[config.mk]
export PLATFORM = sky130hd
export DESIGN_NAME = repeated_subtractor
export DESIGN_NICKNAME = d
export VERILOG_FILES = /design/src/rtl/repeated_subtractor.sv
export SDC_FILE = /design/constraint.sdc
export NUM_CORES = 1
export LEC_CHECK = 0
export CAP_MARGIN = 20
export CORE_UTILIZATION = 35
export DETAILED_ROUTE_END_ITERATION = 8
export HOLD_SLACK_MARGIN = 0.15
export SYNTH_ARGS = -nofsm -noshare
export SYNTH_HDL_FRONTEND = slang
export SYNTH_SLANG_ARGS = --single-unit
export TNS_END_PERCENT = 1
[constraint.sdc]
create_clock -name clk -period 3.5 [get_ports clk]
set_input_delay 0.7 -clock clk [delete_from_list [all_inputs] [get_ports clk]]
set_output_delay 0.7 -clock clk [all_outputs]
set_load 0.02 [all_outputs]
[src/rtl/repeated_subtractor.sv]
// Unsigned divider by repeated subtraction: one subtract per clock until the partial remainder drops below the divisor.
// Latency: done pulses Q+1 cycles after the accepted start (next cycle for divide-by-zero); start is ignored while busy.
module repeated_subtractor #(
    parameter int DIVIDEND_W = 8,
    parameter int DIVISOR_W  = 4
) (
    input  logic                  clk,
    input  logic                  reset,
    input  logic                  start,
    input  logic [DIVIDEND_W-1:0] dividend,
    input  logic [DIVISOR_W-1:0]  divisor,
    output logic [DIVIDEND_W-1:0] quotient,
    output logic [DIVISOR_W-1:0]  remainder,
    output logic                  done,
    output logic                  busy,
    output logic                  div_by_zero
);

    typedef enum logic [1:0] {
        IDLE,
        SUBTRACT,
        FINISH
    } state_t;

    state_t                  state, state_nxt;
    logic [DIVIDEND_W-1:0]   rem_reg, rem_nxt;
    logic [DIVIDEND_W-1:0]   quo_reg, quo_nxt;
    logic [DIVISOR_W-1:0]    dvs_reg, dvs_nxt;
    logic [DIVIDEND_W-1:0]   quotient_nxt;
    logic [DIVISOR_W-1:0]    remainder_nxt;
    logic                    done_nxt;
    logic                    dbz_nxt;
    logic [DIVIDEND_W-1:0]   dvs_ext;

    assign dvs_ext = DIVIDEND_W'(dvs_reg);
    assign busy    = (state != IDLE);

    always_ff @(posedge clk) begin
        if (!reset) begin
            state       <= IDLE;
            rem_reg     <= '0;
            quo_reg     <= '0;
            dvs_reg     <= '0;
            quotient    <= '0;
            remainder   <= '0;
            done        <= 1'b0;
            div_by_zero <= 1'b0;
        end else begin
            state       <= state_nxt;
            rem_reg     <= rem_nxt;
            quo_reg     <= quo_nxt;
            dvs_reg     <= dvs_nxt;
            quotient    <= quotient_nxt;
            remainder   <= remainder_nxt;
            done        <= done_nxt;
            div_by_zero <= dbz_nxt;
        end
    end

    always_comb begin
        state_nxt     = state;
        rem_nxt       = rem_reg;
        quo_nxt       = quo_reg;
        dvs_nxt       = dvs_reg;
        quotient_nxt  = quotient;
        remainder_nxt = remainder;
        done_nxt      = 1'b0;
        dbz_nxt       = div_by_zero;
        case (state)
            IDLE: begin
                if (start) begin
                    rem_nxt = dividend;
                    dvs_nxt = divisor;
                    quo_nxt = '0;
                    if (divisor == '0) begin
                        state_nxt     = FINISH;
                        quotient_nxt  = '1;
                        remainder_nxt = '0;
                        dbz_nxt       = 1'b1;
                        done_nxt      = 1'b1;
                    end else begin
                        state_nxt = SUBTRACT;
                    end
                end
            end
            SUBTRACT: begin
                if (rem_reg >= dvs_ext) begin
                    rem_nxt = rem_reg - dvs_ext;
                    quo_nxt = quo_reg + 1'b1;
                end else begin
                    // Visible results (including the error flag) only move at completion.
                    quotient_nxt  = quo_reg;
                    remainder_nxt = rem_reg[DIVISOR_W-1:0];
                    dbz_nxt       = 1'b0;
                    done_nxt      = 1'b1;
                    state_nxt     = FINISH;
                end
            end
            FINISH: begin
                state_nxt = IDLE;
            end
            default: begin
                state_nxt = IDLE;
            end
        endcase
    end

endmodule
==> flow_metrics.env <==
export IMPL_outcome="completed"
export IMPL_grt_pass1_vias=1527
export IMPL_drc=0
export IMPL_synth_warnings=0
export IMPL_clk_pin_slew_ns=0.08
export IMPL_layout_common_cells="dfxtp_1, clkdlybuf4s50_1, nand3_1"
export IMPL_slew_violations=0
export IMPL_postSynth_asyncResetShare_pct=0
export IMPL_core_um2=5110
export IMPL_power_density_nw_per_um2=557
export IMPL_dp_hpwl_um=3050
export IMPL_die_area_um2=5570
export IMPL_hold_path_class="register to register"
export IMPL_critPathMaxFanout=11
export IMPL_fin_util_pct=45.1
export IMPL_leakage_nw=0.872
export IMPL_peakVddDrop_v=0.000271
export IMPL_diodes=0
export IMPL_die_h_um=74.6
export IMPL_cap_viol_max_count=0
export IMPL_crit_path_max_incr_delay_ns=0.41
export IMPL_wl_per_cell_um=13.9
export IMPL_cp_start_kind="register"
export IMPL_r2r_setup_slack_ns=1.10
export IMPL_placed_cells=299
export IMPL_place_ws_ns=0.979
export IMPL_crit_slowest_cell="fa_1"
export IMPL_path_depth=9
export IMPL_grt_use_total_pct=17.5
export IMPL_finalSetupTns_ns=0
export IMPL_syn_nets=230
export IMPL_area_delta_synth_final_pct=24.7
export IMPL_fin_crit_sh_pct=68.7
export IMPL_finalHoldViolations=0
export IMPL_slew_headroom_pct=59.6
export IMPL_first_pass_iters=4
export IMPL_pin_count=30
export IMPL_clockBufferDepth=2
export IMPL_post_cts_buffers=0
export IMPL_grt_ovfl_total=0
export IMPL_setup_slack_ns=1.10
export IMPL_rsz0062_at_grt="false"
export IMPL_ys_seq_elements=36
export IMPL_synth_cell_type_count=48
export IMPL_cp_top_family="compound AO/OA/AOI/OAI gates"
export IMPL_globalplace_congestion=0.760
export IMPL_num_vias=1634
export IMPL_path_cells="inv_1, ha_1, inv_1, fa_1, a21o_1, a21o_1, o31ai_4, and2b_2, o221a_2"
export IMPL_fp_dieW_um=74.6
export IMPL_arrival_ns=2.66
export IMPL_ant_nets=0
export IMPL_cp_num_buf_inv=2
export IMPL_period_needed_ns=2.40
export IMPL_ys_seq_area_share_pct=39.1
export IMPL_r2r_cells=9
export IMPL_clock_sinks=36
export IMPL_crit_type="register to register"
export IMPL_via_per_inst=5.32
export IMPL_syn_cell_area_um2=1850
export IMPL_worstReg2RegStart="rem_reg[0]"
export IMPL_antenna_found_initial=0
export IMPL_worstReg2RegEnd="quotient[6]"
export IMPL_cts_tree="built"
export IMPL_synth_edff_count=0
export IMPL_finalSetupViolations=0
export IMPL_final_common_cell="dfxtp_1"
export IMPL_worst_setup_path_end_kind="register"
export IMPL_wirelength_um=4270
export IMPL_grt_max_degree=24
export IMPL_drive_above_1_share_pct=8.44
export IMPL_finClkSkew_ns=0.00514
export IMPL_endpoint="quotient[6]"
export IMPL_finalNetCount=257
export IMPL_holdWs_ns=0.467
export IMPL_place_port_buffers=29
export IMPL_cts_buffers=5
export IMPL_max_slew_worst_pin_slew_ns=0.606
export IMPL_grt_pass1_wl_um=7310
export IMPL_final_cells=307
export IMPL_syn_instance_count=209
export IMPL_synth_main_ff_cell="dfxtp_1"
export IMPL_initial_core_util_pct=36.1
export IMPL_max_freq_mhz=416
export IMPL_postCtsResizedCells=0
export IMPL_required_ns=3.75
export IMPL_num_rows=26
export IMPL_cts_root_buffer_cell="clkbuf_8"
export IMPL_ctsHtreeMaxLevel=2
export IMPL_drt_iter0_markers=85
export IMPL_hold_buffers=0
export IMPL_avgSynthCellArea_um2=8.83
export IMPL_worstSkewPairLatency_ns=0.30
export IMPL_crit_start="rem_reg[0]"
[Yosys cell counts, types with 2 or more instances]
| cell type | instances | share of area (%) |
|---|---|---|
| dfxtp_1 | 36 | 39 |
| nand3_1 | 21 | 5.7 |
| nand2_1 | 19 | 3.9 |
| nor2_1 | 15 | 3.1 |
| clkbuf_1 | 11 | 2.2 |
| inv_1 | 9 | 1.8 |
| o21ai_0 | 9 | 2.4 |
| nor3_1 | 6 | 1.6 |
| o211ai_1 | 6 | 2.4 |
| o221a_1 | 6 | 3.7 |
| ha_1 | 5 | 3.4 |
| o211a_1 | 5 | 2.7 |
| xor2_1 | 5 | 2.4 |
| a21boi_0 | 4 | 1.6 |
| and2_1 | 3 | 1.0 |
| o221ai_1 | 3 | 1.4 |
| xnor2_1 | 3 | 1.4 |
| a21o_1 | 2 | 0.81 |
| a21oi_1 | 2 | 0.54 |
| buf_6 | 2 | 1.2 |
| nand4_1 | 2 | 0.68 |
| nor2b_1 | 2 | 0.68 |
| nor4_1 | 2 | 0.68 |
| o2111ai_1 | 2 | 0.95 |
| o21a_1 | 2 | 0.81 |
| o221a_2 | 2 | 1.2 |
| o22a_1 | 2 | 0.95 |
| or2_1 | 2 | 0.68 |
| or3_1 | 2 | 0.68 |
[routing by layer]
metal	routed length, um	vias up	GRT usage [%]
li1	-	823	-
met2	2100	38	28.7
met3	188	7	3.75
met1	1920	766	21.9
met5	0	-	0
met4	61	0	8.39
[worst min-delay path by stage]
stage | cells past startpoint | slack, ns | to | start
2_1_floorplan | 2 | 0.44 | dvs_reg[1] | dvs_reg[1]
3_3_place_gp | 2 | 0.46 | dvs_reg[1] | dvs_reg[1]
3_5_place_dp | 2 | 0.46 | dvs_reg[3] | dvs_reg[3]
4_1_cts | 2 | 0.47 | dvs_reg[3] | dvs_reg[3]
5_1_grt | 2 | 0.49 | dvs_reg[1] | dvs_reg[1]
6_report | 2 | 0.47 | dvs_reg[3] | dvs_reg[3]
[kinds of logic after synthesis]
family | share of synthesized area [%]
flip-flops | 39.1
AO/OA/AOI/OAI | 25.0
multiplexers | 0.542
XOR/XNOR | 3.80
buffers and inverters | 5.29
AND/OR/NAND/NOR | 21.8
adder cells (fa/ha/maj) | 4.47
[area by class of cell]
class | instances | area, um^2
inverter | 9 | 33.8
sequential | 36 | 721
multi-input combinational | 151 | 1030
timing repair buffer | 33 | 320
fill | 522 | 2810
clock inverter | 3 | 42.5
clock buffer | 5 | 68.8
tap | 70 | 87.6
[stage by stage]
stage                     instance area (um^2)  power [mW]
after floorplan                           1850       0.805
after global placement                    2190       0.911
after detailed placement                  2190       0.916
after CTS                                 2300        1.29
after global routing                      2300        1.36
final                                     2300        1.28
[report_power, final]
part	total (mW)	internal [mW]	switching (mW)	leakage, nW
clock	0.377	0.211	0.166	0.0541
sequential	0.495	0.453	0.0413	0.294
combinational	0.410	0.175	0.235	0.524
total	1.28	0.839	0.443	0.872
[tightest hold or removal path, delay by kind of cell (launching register included)]
family             cells  cell delay [ns]
and+or+nand+nor        1             0.05
DFF                    1             0.31
AOI/OAI and AO/OA      1             0.06
(Power assumes the default switching activity.)
==> edit (same settings) <==
Change the parameter `DIVISOR_W` from 4 to 6.
--- a/src/rtl/repeated_subtractor.sv
+++ b/src/rtl/repeated_subtractor.sv
@@ -3,5 +3,5 @@
 module repeated_subtractor #(
     parameter int DIVIDEND_W = 8,
-    parameter int DIVISOR_W  = 4
+    parameter int DIVISOR_W  = 6
 ) (
     input  logic                  clk,
Ports: changed (resized divisor and remainder); port bits go from 30 to 34. The function was not compared with the original's and may differ.
==> edit against the unedited design <==
Wire length is 5.5% higher. Count of clock-buffer cells in the layout is 1 higher. Synthesized area is 12% higher. Hold slack better by 2.9 ps. Design area is 11% higher. Power is 29% higher. Die area is 11% higher. Setup slack worse by 240 ps. Sequential cell count is 4 higher. Largest cell class unchanged.
==> edit: results (changes against the unedited design) <==
| Metric | Value |
|---|---|
| Main synth FF type | dfxtp_1 |
| Post-Synth Adder-Cell Area | 0.0523 (+0.00753) |
| Fillers | 541 (+3.6%) |
| First-pass GRT wire length | 7420 µm (+1.6%) |
| Rel. slew slack | 0.532 (-0.0638) |
| Multi-input logic cell count | 168 (+11%) |
| Register area | 801 µm² (+11%) |
| Hold path startpoint | dvs_reg[1]$_SDFFE_PN0P_ |
| Net Sw Frac | 0.386 (+0.0406) |
| Register area share after synthesis | 0.389 (-0.00145) |
| R2r setup slk | 850 ps (-240 ps) |
| Layout cell share with drive strength beyond 1 | 0.0958 (+0.0114) |
| Synth Area in XOR/XNOR | 0.0170 (-0.0209) |
| Clk tree area frac | 0.0304 (-0.0180) |
| Vias per cell | 5.16 (-3.0%) |
| Seq group | 596 µW (+20%) |
| GRT Util Overall | 0.155 (-0.0203) |
| Clkbuf count | 6 (+1) |
| Post-synthesis compound-gate area fraction | 0.261 (+0.0106) |
| Outcome | finished, final reports clean |
| Ys async rst share | 0 (unchanged) |
| Synth unique cells | 50 (+4.2%) |
| Worst skew pair latency | 290 ps |
| Crit-path max FO | 18 (+7) |
| LEAKAGE | 0.00104 µW (+20%) |
| FF-to-FF path depth | 10 (+1) |
| Non-clock buffer count | 38 (+15%) |
| Smallest hold slack | 470 ps (+2.95 ps) |
| Vias in the first global route | 1572 (+2.9%) |
| P_clk | 292 µW (-23%) |
| Synth top cells by count | dfxtp_1 (40), nand2_1 (26), nor2_1 (14), a21boi_0 (10), a21oi_1 (10) |
| Crit path DAT | 2830 ps (+170 ps) |
| Non-CTS inverters | 8 (-1) |
| Hold Path End | dvs_reg[1]$_SDFFE_PN0P_ |
| Cell Count, Final, Fillers Out | 333 (+8.5%) |
| Clk_skew | 4.45 ps (-0.691 ps) |
| Post-synthesis mux area share | 0.0340 (+0.0286) |
| Non-clk buf share | 0.144 (+0.00505) |
| NumNets Final | 286 (+11%) |
| Clk sink count | 40 (+11%) |
| Area of the multi-input gates | 0.00118 mm² (+15%) |
| Reg-to-reg endpoint | quotient[2]$_SDFFE_PN0P_ |
| Largest cells by area after synthesis | dfxtp_1 (39%), nand2_1 (4.7%), ha_1 (4.3%) |
| Largest net degree at the start of global routing | 21 (-13%) |
| RD Place Congestion | 0.846 (+11%) |
| Syn nets | 252 (+9.6%) |
| HPWL Detailed | 3290 µm (+7.9%) |
| Synth Instances | 227 (+8.6%) |
| Placed cell area | 0.00247 mm² (+13%) |
| Drt first-iter violations | 56 (-34%) |
| Die width | 78.7 µm (+5.5%) |
| Drt wl/cell | 13.5 µm (-2.7%) |
| Number of I/O port buffers | 33 (+14%) |
| Maximum VDD drop | 0.289 mV (+6.8%) |
| Inst Count DP | 326 (+9.0%) |
## edit: metal layers
metal,track usage,vias up,share of wire
li1,-,896,-
met1,0.209,784,0.53
met2,0.238,32,0.42
met3,0.0360,7,0.042
met4,0.0556,0,0.014
met5,0,-,0
## edit: per-stage QoR
stage / total power, µW / setup WS [ps] / util
finish: 1660 / 853 / 0.457
global route: 1770 / 681 / 0.457
CTS: 1670 / 844 / 0.457
detailed placement: 1370 / 844 / 0.444
global placement: 1370 / 883 / 0.444
floorplan: 1160 / 978 / -
## edit: worst register-to-register path, cell delays in order (launching register included)
cell and delay [ps]:
dfxtp_1 340, inv_1 60, ha_1 180, inv_1 70
fa_1 400, a21o_1 220, a2111oi_4 340, buf_4 220
nand3_4 220, or2_2 370, o311a_1 120
## edit: logic make-up after synthesis
family          after synthesis
compound gates               68
xor+xnor                      4
fa+ha+maj                     8
buf+inv                      19
flops                        40
mux                           7
simple gates                 81
